--- config.mk ---
export PLATFORM = sky130hd
export DESIGN_NAME = mem_ctrl
export DESIGN_NICKNAME = d
export VERILOG_FILES = /design/src/rtl/mem_ctrl.sv
export SDC_FILE = /design/constraint.sdc
export NUM_CORES = 1
export LEC_CHECK = 0
export BUFFER_PORTS_ARGS = -buffer_cell sky130_fd_sc_hd__buf_4
export CORE_MARGIN = 2
export CORE_UTILIZATION = 46
export DETAILED_ROUTE_END_ITERATION = 7
export PLACE_DENSITY = 0.71
export SYNTH_ARGS = -nofsm -noshare
export SYNTH_HDL_FRONTEND = slang
export SYNTH_SLANG_ARGS = --single-unit
--- constraint.sdc ---
create_clock -name clk -period 9.3 [get_ports clk]
set_clock_uncertainty 0.1 [all_clocks]
set_input_delay 0.93 -clock clk [delete_from_list [all_inputs] [get_ports clk]]
set_output_delay 0.93 -clock clk [all_outputs]
set_load 0.02 [all_outputs]
--- src/rtl/mem_ctrl.sv ---
// Purpose : MEM-stage load/store controller on an 8-bit RAM bus (1/2/4 little-endian byte accesses).
// Latency : load N bytes -> finish_o at T0+N+2; store N bytes -> finish_o at T0+N+1.
// Backpres: one request at a time, sampled only in IDLE; optional IO stall holds store strobes.
//
// Ports   : clk, rst (async, active high)
//           read_i/read_addr_i          load request (type, byte address)
//           write_i/write_addr_i/write_data_i  store request (type, byte address, data)
//           read_busy_o/write_busy_o/finish_o/read_data_o  status and extended load result
//           mem_din_i/mem_a_o/mem_dout_o/mem_wr_o          external RAM bus
//           io_buffer_full_i            only with MEM_CTRL_IO_STALL_EN
// Macro   : MEM_CTRL_IO_STALL_EN - stalls stores to addr[17:16]=2'b11 while io_buffer_full_i is high.
module mem_ctrl (
  input  logic        clk,
  input  logic        rst,
  input  logic [2:0]  read_i,
  input  logic [31:0] read_addr_i,
  input  logic [1:0]  write_i,
  input  logic [31:0] write_addr_i,
  input  logic [31:0] write_data_i,
  output logic        read_busy_o,
  output logic        write_busy_o,
  output logic [31:0] read_data_o,
  output logic        finish_o,
  input  logic [7:0]  mem_din_i,
  output logic [31:0] mem_a_o,
  output logic [7:0]  mem_dout_o,
  output logic        mem_wr_o
`ifdef MEM_CTRL_IO_STALL_EN
  ,
  input  logic        io_buffer_full_i
`endif
);

  typedef enum logic [1:0] {IDLE, READ, WRITE, DONE} state_t;

  state_t      r_state, w_next;
  logic [31:0] r_addr;
  logic [31:0] r_wdata;
  logic [31:0] r_rbuf;
  logic [2:0]  r_rtype;
  logic [2:0]  r_cnt;    // READ: cycles spent (issue index and receive index+1); WRITE: byte index
  logic [2:0]  r_n;      // transfer size in bytes: 1, 2 or 4

  logic [2:0]  w_n_rd, w_n_wr;
  logic        w_stall;
  logic        w_issue;
  logic [1:0]  w_lane;
  logic [31:0] w_rbuf;
  logic [31:0] w_ext;

  // Size decode; the unused load codes 110/111 fall through to a word.
  always_comb begin
    w_n_rd = 3'd4;
    case (read_i)
      3'b001, 3'b100: w_n_rd = 3'd1;
      3'b010, 3'b101: w_n_rd = 3'd2;
      default:        w_n_rd = 3'd4;
    endcase
    w_n_wr = 3'd4;
    case (write_i)
      2'b01:   w_n_wr = 3'd1;
      2'b10:   w_n_wr = 3'd2;
      default: w_n_wr = 3'd4;
    endcase
  end

`ifdef MEM_CTRL_IO_STALL_EN
  // The IO window is selected by the base address of the store, not addr+k.
  assign w_stall = (r_state == WRITE) && (r_addr[17:16] == 2'b11) && io_buffer_full_i;
`else
  assign w_stall = 1'b0;
`endif

  // In READ the last cycle only collects the final byte, so no address is issued then.
  assign w_issue = (r_state == WRITE) || ((r_state == READ) && (r_cnt < r_n));

  assign read_busy_o  = (r_state == READ);
  assign write_busy_o = (r_state == WRITE);
  assign finish_o     = (r_state == DONE);
  assign mem_a_o      = w_issue ? (r_addr + {29'd0, r_cnt}) : 32'd0;
  assign mem_wr_o     = (r_state == WRITE) && !w_stall;

  always_comb begin
    mem_dout_o = 8'd0;
    if (r_state == WRITE) begin
      case (r_cnt[1:0])
        2'd0:    mem_dout_o = r_wdata[7:0];
        2'd1:    mem_dout_o = r_wdata[15:8];
        2'd2:    mem_dout_o = r_wdata[23:16];
        default: mem_dout_o = r_wdata[31:24];
      endcase
    end
  end

  // RAM data arriving now belongs to the address issued one cycle earlier (lane r_cnt-1).
  always_comb begin
    w_lane = r_cnt[1:0] - 2'd1;
    w_rbuf = r_rbuf;
    case (w_lane)
      2'd0:    w_rbuf[7:0]   = mem_din_i;
      2'd1:    w_rbuf[15:8]  = mem_din_i;
      2'd2:    w_rbuf[23:16] = mem_din_i;
      default: w_rbuf[31:24] = mem_din_i;
    endcase
  end

  always_comb begin
    w_ext = w_rbuf;
    case (r_rtype)
      3'b001:  w_ext = {{24{w_rbuf[7]}},  w_rbuf[7:0]};
      3'b010:  w_ext = {{16{w_rbuf[15]}}, w_rbuf[15:0]};
      3'b100:  w_ext = {24'd0, w_rbuf[7:0]};
      3'b101:  w_ext = {16'd0, w_rbuf[15:0]};
      default: w_ext = w_rbuf;
    endcase
  end

  always_comb begin
    w_next = r_state;
    case (r_state)
      IDLE: begin
        if (write_i != 2'd0)     w_next = WRITE;
        else if (read_i != 3'd0) w_next = READ;
      end
      READ:    if (r_cnt == r_n) w_next = DONE;
      WRITE:   if (!w_stall && (r_cnt == r_n - 3'd1)) w_next = DONE;
      default: w_next = IDLE;
    endcase
  end

  always_ff @(posedge clk or posedge rst) begin
    if (rst) begin
      r_state     <= IDLE;
      r_addr      <= 32'd0;
      r_wdata     <= 32'd0;
      r_rbuf      <= 32'd0;
      r_rtype     <= 3'd0;
      r_cnt       <= 3'd0;
      r_n         <= 3'd0;
      read_data_o <= 32'd0;
    end else begin
      r_state <= w_next;
      case (r_state)
        IDLE: begin
          r_cnt <= 3'd0;
          // A store wins over a simultaneous load; the load is dropped.
          if (write_i != 2'd0) begin
            r_addr  <= write_addr_i;
            r_wdata <= write_data_i;
            r_n     <= w_n_wr;
          end else if (read_i != 3'd0) begin
            r_addr  <= read_addr_i;
            r_rtype <= read_i;
            r_n     <= w_n_rd;
            r_rbuf  <= 32'd0;
          end
        end
        READ: begin
          r_cnt <= r_cnt + 3'd1;
          if (r_cnt != 3'd0) r_rbuf <= w_rbuf;
          if (r_cnt == r_n)  read_data_o <= w_ext;
        end
        WRITE: begin
          if (!w_stall) r_cnt <= r_cnt + 3'd1;
        end
        default: r_cnt <= 3'd0;
      endcase
    end
  end

endmodule
==> results of run 1 <==
worst register-to-register path: cells and delay by family (launching register included):
family          cells  cell delay (ps)
compound gates      2              450
simple gates        1              580
fa+ha+maj           1              660
flops               1              390
buf+inv             3              870
area by class of cell:
class	instances	area, sq um	share of cell area (%)
repair buffers	192	1441	15.04
clock buffers	20	446.7	4.661
clock inverters	11	143.9	1.502
multi-input cells	532	3730	38.92
flip-flops and latches	139	3478	36.30
well taps	216	270.3	2.820
inverters	18	72.57	0.7573
flip-flops by register name, summed over array words and instances (netlist names):
register and flops:
r_rtype 3, r_wdata 32, r_rbuf 32, r_n 3, r_cnt 3, read_data_o 32
r_addr 32, r_state 2
worst paths after layout:
path | start | end | slack, ps | cells after the start
setup / recovery | r_cnt[1]$_DFF_PP0_ | mem_a_o[10] | 5150 | 8
min in group asynchronous | rst | read_data_o[25]$_DFFE_PP0P_ | 490 | 2
hold / removal | r_rbuf[26]$_DFFE_PP0P_ | r_rbuf[26]$_DFFE_PP0P_ | 370 | 2
hold reg to reg | r_rbuf[26]$_DFFE_PP0P_ | r_rbuf[26]$_DFFE_PP0P_ | 370 | 2
setup reg to reg | r_state[1]$_DFFE_PP0P_ | read_data_o[17]$_DFFE_PP0P_ | 6140 | 7
max in group asynchronous | rst | r_addr[22]$_DFFE_PP0P_ | 7270 | 3
report_power, final:
part	leakage, nW	switching [mW]	internal [mW]
clock	0.290	0.255	0.427
combinational	2.33	0.965	0.727
sequential	1.72	0.225	0.884
metal layers:
layer  global-route usage (%)  share of wire, %
met5                        0                 0
met4                    5.254              0.95
met3                    5.941               5.7
met2                    36.08                49
met1                    28.24                44
placed cells by master, fill, tap and decap left out, types with 4 or more instances in the layout:
cell / n
a21oi_1: 22
a222oi_1: 8
a22o_1: 10
and2_1: 11
and3_1: 5
buf_4: 192
clkbuf_16: 17
clkinv_2: 4
dfrtp_1: 139
ha_1: 20
inv_1: 15
mux2_2: 42
mux2i_1: 56
nand2_1: 101
nand3_1: 10
nand4_1: 11
nor2_1: 65
nor2b_1: 7
o21ai_0: 46
o21ai_1: 11
o22a_1: 16
o31ai_1: 17
xnor2_1: 9
xor2_1: 24
cell usage after synthesis, drive strengths merged (2+ instances only):
| cell type | number | share of area [%] |
|---|---|---|
| nor3 | 4 | 0.49 |
| nor2 | 68 | 3.6 |
| mux2i | 57 | 7.8 |
| mux2 | 42 | 6.3 |
| a222oi | 8 | 1.1 |
| clkbuf | 24 | 1.2 |
| a211oi | 2 | 0.34 |
| o21bai | 3 | 0.30 |
| nand3 | 12 | 0.94 |
| a22oi | 2 | 0.27 |
| dfrtp | 139 | 47 |
| o21ai | 58 | 4.0 |
| buf | 21 | 1.5 |
| ha | 21 | 3.5 |
| xnor2 | 10 | 1.3 |
| and3 | 6 | 0.52 |
| a21oi | 23 | 1.6 |
| o31ai | 17 | 1.7 |
| nand4 | 12 | 1.1 |
| and2 | 11 | 0.92 |
| o22a | 16 | 1.9 |
| nor4 | 2 | 0.45 |
| a22o | 10 | 1.2 |
| nand2 | 103 | 5.2 |
| nand2b | 3 | 0.25 |
| nor2b | 8 | 0.67 |
| inv | 18 | 0.91 |
| xor2 | 24 | 2.8 |
per-stage QoR:
step           area (sq um)  power (mW)  setup slack [ps]  util [%]
5_1_grt                9583       3.727              4903     60.33
6_report               9583       3.483              5151     60.33
3_3_place_gp           8992       2.784              5610     56.61
3_5_place_dp           8992       2.817              5576     56.61
2_1_floorplan          7450       2.235              4545         -
4_1_cts                9583       3.514              5131     60.33
cells by family (layout without fill, tap and decap cells):
group / count (synthesis) / count (layout) / share of synthesized area, %
DFF: 139 / 139 / 46.69
adders and majority gates: 22 / 22 / 3.796
buffers and inverters: 63 / 241 / 3.611
AOI/OAI and AO/OA: 143 / 143 / 12.98
muxes: 99 / 99 / 14.18
xor gates and xnor gates: 34 / 34 / 4.098
and+or+nand+nor: 234 / 234 / 14.65
==> metrics.yaml, run 1 <==
worst_setup_path:
  path_max_fanout: 12
  worstSetupEndpointType: "primary output"
  path_cells: "inv_1 > fa_1 > nand2b_1 > a211oi_2 > and3_2 > xnor2_1 > nor2_1 > buf_4"
  cpMaxStageDelayCell: "a211oi_2"
  cp_top_family: "compound AO/OA/AOI/OAI gates"
  cp-start-kind: "flip-flop"
  arrival_ps: 3120
  path_class: "flip-flop to primary output"
  path_buf_inv: 2
  max_stage_delay_ps: 790
  cp.required_ps: 8270
grt:
  grt_max_degree: 71
  track_usage_pct: 21.68
  first_global_vias: 5815
  antenna_found_initial: 0
  overflow: 0
  grt_pass1_wl_microns: 30110
die:
  start_util_pct: 46.90
  rows: 46
  core_sq_um: 15890
  die_h_microns: 131.3
  die_x_microns: 131.3
  die_area_sq_um: 17230
  ios: 187
yosys:
  synth.cell_area_sq_um: 7450
  syn_inst: 734
  synth_cell_types: 57
  ys.warnings.count: 0
  ys_seq_area_share_pct: 46.69
  yosys_register_bits: 139
  syn_avg_cell_area_sq_um: 10.15
  synthesis.nets: 867
  synth_edf_count: 0
  synth-main-ff-cell: "dfrtp_1"
  postSynth.asyncResetShare_pct: 100.0
clock_tree:
  cts.sinks: 139
  clk_pin_slew_ps: 60
  cts_tree: "built"
  cts_hold_buffers: 0
  cts_root_buf: "clkbuf_16"
  cts_buffer_depth: 2
  h-tree-depth: 4
  clk_latency_ps: 420
  numCtsBuffers: 17
  ctsResizeCount: 0
  postCtsSetupBuffers: 0
sta:
  finalSetupViolCount: 0
  tightest_slew_ps: 1078
  fmax_mhz: 241.0
  hold_viol_final: 0
  slew_headroom_pct: 28.15
  setup_tns_ps: 0
  layout_min_cycle_time_ps: 4149
  rsz0062_at_grt: "false"
  hold_slack_ps: 373.1
  post-route-period-util_pct: 44.61
  slew_viol_final: 0
route:
  vias: 5898
  vias_per_cell: 5.229
  routedWlPerCell_microns: 16.39
  dr.pass1.iters: 5
  antenna_left: 0
  drt_iter0_markers: 348
  wl_microns: 18490
  drc: 0
placement:
  port_buffers: 186
  globalplace.congestion: 0.7777
  placed_cells: 1097
  dpl.hpwl_microns: 13020
final_layout:
  antennaDiodeCount: 0
  final_layout_size_suffix_gt1_share_pct: 32.02
  syn2layout_area_growth_pct: 28.64
  layout.cells.non_filler: 1128
  nets: 1033
  n_fill_cell: 1409
power_and_ir_drop:
  p_per_area_nw_per_um2: 363.5
  vdd_drop_max_uv: 179.0
  p_leak_nw: 4.341
flow_run:
  cap_viol_max_count: 0
worst_hold_path:
  min_path_type: "flip-flop to flip-flop"
run_status:
  outcome: "finished, final reports clean"
Note: power is estimated with default switching activity, not from simulation.
==> inputs of run 2 (changes only) <==
- ABC_AREA: unset -> 1
- PLACE_DENSITY: 0.71 -> 0.73
- clock period: 9.3 -> 3.75 ns (I/O delays scaled with it)
==> run 2 against run 1 <==
Routed wire length up 14%. Register-to-register slack lost 4900 ps. Via count is 22% higher. Area after synthesis is 5.4% higher. Critical path depth unchanged. Clock-buffer cell count did not move.
==> metrics.yaml, run 2 <==
flow_run:
  cap_viol_max_count: 0  # unchanged
clock_tree:
  cts_tree: "built"
  postCtsSetupBuffers: 0  # unchanged
  h-tree-depth: 4  # unchanged
  clk_pin_slew_ps: 60  # about the same
  numCtsBuffers: 17  # unchanged
  cts_hold_buffers: 0  # unchanged
  cts_root_buf: "clkbuf_16"
  ctsResizeCount: 0  # unchanged
  cts.sinks: 139  # unchanged
  clk_latency_ps: 420  # about the same
  cts_buffer_depth: 2  # unchanged
sta:
  rsz0062_at_grt: "false"
  setup_tns_ps: 0  # unchanged
  slew_viol_final: 0  # unchanged
  finalSetupViolCount: 0  # unchanged
  tightest_slew_ps: 978.1  # -99.71 ps
  slew_headroom_pct: 34.56  # +6.4 points
  fmax_mhz: 301.5
  post-route-period-util_pct: 88.46
  hold_viol_final: 0  # unchanged
  hold_slack_ps: 37.66  # -335.5 ps
  layout_min_cycle_time_ps: 3317
yosys:
  synth_cell_types: 34  # -40%
  ys.warnings.count: 0  # unchanged
  synth_top_cell_area_share_pct: 44.29  # -2.4 points
  synth_area_leader_cell: "dfrtp_1"
  synth_common_cells: "nand2_1 (334), nor2_1 (155), dfrtp_1 (139), inv_1 (76), o21ai_0 (65)"
  syn_avg_cell_area_sq_um: 7.640  # -25%
  synthesis.nets: 1161  # +34%
  ys_seq_area_share_pct: 44.29  # -2.4 points
  postSynth.asyncResetShare_pct: 100.0  # unchanged
  synth-main-ff-cell: "dfrtp_1"
  syn_inst: 1028  # +40%
  synth_edf_count: 0  # unchanged
  yosys_register_bits: 139  # unchanged
  post-synth-top-count-cell: "nand2_1"
  synth_area_leaders: "dfrtp_1 (44%), nand2_1 (16%), mux2_2 (7.7%)"
  synth.cell_area_sq_um: 7854  # +5.4%
route:
  vias: 7210  # +22%
  antenna_left: 0  # unchanged
  vias_per_cell: 5.045  # -3.5%
  drt_iter0_markers: 359  # +3.2%
  drc: 0  # unchanged
  wl_microns: 21000  # +14%
  dr.pass1.iters: 6  # +1
  routedWlPerCell_microns: 14.70  # -10%
placement:
  globalplace.congestion: 0.9186  # +18%
  port_buffers: 186  # unchanged
  placed_area_sq_um: 9410  # +4.6%
  dpl.hpwl_microns: 14890  # +14%
final_layout:
  nets: 1329  # +29%
  antennaDiodeCount: 0  # unchanged
  syn2layout_area_growth_pct: 27.37
  final_cell_area_sq_um: 10000  # +4.4%
  layout_common_cells: "nand2_1 (333), buf_4 (194), nor2_1 (155), dfrtp_1 (139), inv_1 (75)"
  final_util_pct: 60.11  # -0.22 points
  final_layout_size_suffix_gt1_share_pct: 24.15  # -7.9 points
  final_common_cell: "nand2_1"
worst_setup_path:
  max_stage_delay_ps: 550  # -240 ps
  path_class: "flip-flop to primary output"
  path_cells: "inv_1 > ha_1 > nand3b_1 > a31oi_2 > clkinv_1 > nand2_1 > nor2_1 > buf_4"
  path_max_fanout: 13  # +1
  cp.required_ps: 3270  # -5000 ps
  cp_top_family: "buffers and inverters"
  arrival_ps: 2840  # -280 ps
  cp-start-kind: "flip-flop"
  cpMaxStageDelayCell: "a31oi_2"
  path_buf_inv: 3  # +1
  worstSetupEndpointType: "primary output"
power_and_ir_drop:
  pwr-share-comb_pct: 49.1  # +0.5 points
  p_sw_mw: 3.728  # +160%
  p_per_area_nw_per_um2: 861.7  # +140%
  swShare_pct: 43.25  # +1.8 points
  total_power_mw: 8.620  # +150%
  pwr-share-seq_pct: 31.3  # -0.5 points
  p_leak_nw: 4.916  # +13%
  clock_power_share_pct: 19.6  # about the same
  p_int_mw: 4.892  # +140%
  vdd_drop_max_uv: 410.5  # +130%
die:
  die_area_sq_um: 18130  # +5.3%
  core_sq_um: 16640  # +4.8%
  ios: 187  # unchanged
  die_x_microns: 134.7  # +2.6%
  rows: 47  # +2.2%
  die_h_microns: 134.7  # +2.6%
  start_util_pct: 47.19  # +0.30 points
grt:
  overflow: 0  # unchanged
  antenna_found_initial: 0  # unchanged
  first_global_vias: 7006  # +20%
  track_usage_pct: 23.78  # +2.1 points
  grt_max_degree: 140  # +97%
  grt_pass1_wl_microns: 34490  # +15%
worst_hold_path:
  min_path_type: "input port to asynchronous set/reset pin"
run_status:
  outcome: "finished, final reports clean"
[run 2: changes by cell type in the layout (fill, tap and decap cells not counted), sizes merged, moves of 16 or more]
cell / delta
nand2: +233
nor2: +88
inv: +60
mux2i: -57
xor2: -23
nand3: +18
o22a: -16
o31ai: +16
[run 2: kinds of logic (layout without fill, tap and decap cells)]
family | after synthesis | in the layout | synth area share [%]
AND/OR/NAND/NOR | 541 | 541 | 27.24
AO/OA/AOI/OAI | 144 | 144 | 10.58
flip-flops | 139 | 139 | 44.29
buffers and inverters | 127 | 308 | 6.436
multiplexers | 54 | 54 | 7.743
adder cells (fa/ha/maj) | 22 | 22 | 3.600
XOR/XNOR | 1 | 1 | 0.1115
[run 2: area by class of cell]
type / count / area, sq um
Clock buffer: 20 / 456.7
Timing Repair Buffer: 195 / 1476
Multi-Input combinational cell: 762 / 3872
Sequential cell: 139 / 3478
Tap cell: 220 / 275.3
Fill cell: 1578 / 6639
Inverter: 81 / 307.8
Clock inverter: 12 / 136.4
[run 2: power by group through the flow]
stage | combinational (mW) | clock, mW | sequential (mW)
2_1_floorplan | 2.74 | 0 | 2.77
3_3_place_gp | 4.19 | 0 | 2.70
3_5_place_dp | 4.25 | 0 | 2.71
4_1_cts | 4.26 | 1.73 | 2.70
5_1_grt | 4.71 | 1.80 | 2.79
6_report | 4.23 | 1.69 | 2.70
[run 2: worst paths after layout]
kind                                             from                    endpoint  slack, ps  depth (start not counted)
hold / removal                                    rst       r_addr[1]$_DFFE_PP0P_         40                          3
min in group clk                      write_data_i[4]      r_wdata[4]$_DFFE_PP0P_         90                          2
setup reg to reg                   r_cnt[1]$_DFF_PP0_      r_rbuf[28]$_DFFE_PP0P_       1240                          5
hold reg to reg            read_data_o[7]$_DFFE_PP0P_  read_data_o[7]$_DFFE_PP0P_        380                          2
max in group asynchronous                         rst      r_addr[31]$_DFFE_PP0P_       2850                          3
setup / recovery                   r_cnt[0]$_DFF_PP0_                 mem_a_o[21]        430                          8
[run 2: through the flow]
stage | instances | setup slack [ps]
floorplan | 1028 | 1130
global placement | 1397 | 997.8
detailed placement | 1397 | 846.8
CTS | 1429 | 407.8
global route | 1429 | 237.6
finish | 1429 | 432.9
[run 2: routing by layer]
metal	global-route usage, %	part of all wire, %	routed length (microns)	vias to the layer above
li1	-	-	-	3637
met1	32.96	46	9630	3348
met2	38.04	46	9698	201
met3	5.405	6.6	1395	24
met4	5.789	1.3	276	0
met5	0	0	0	-
[run 2: worst register-to-register path, stage by stage, from the launching register on]
cell	delay, ps
dfrtp_1	470
inv_1	210
ha_1	450
nand3_1	150
nand2_2	730
o21ai_0	230
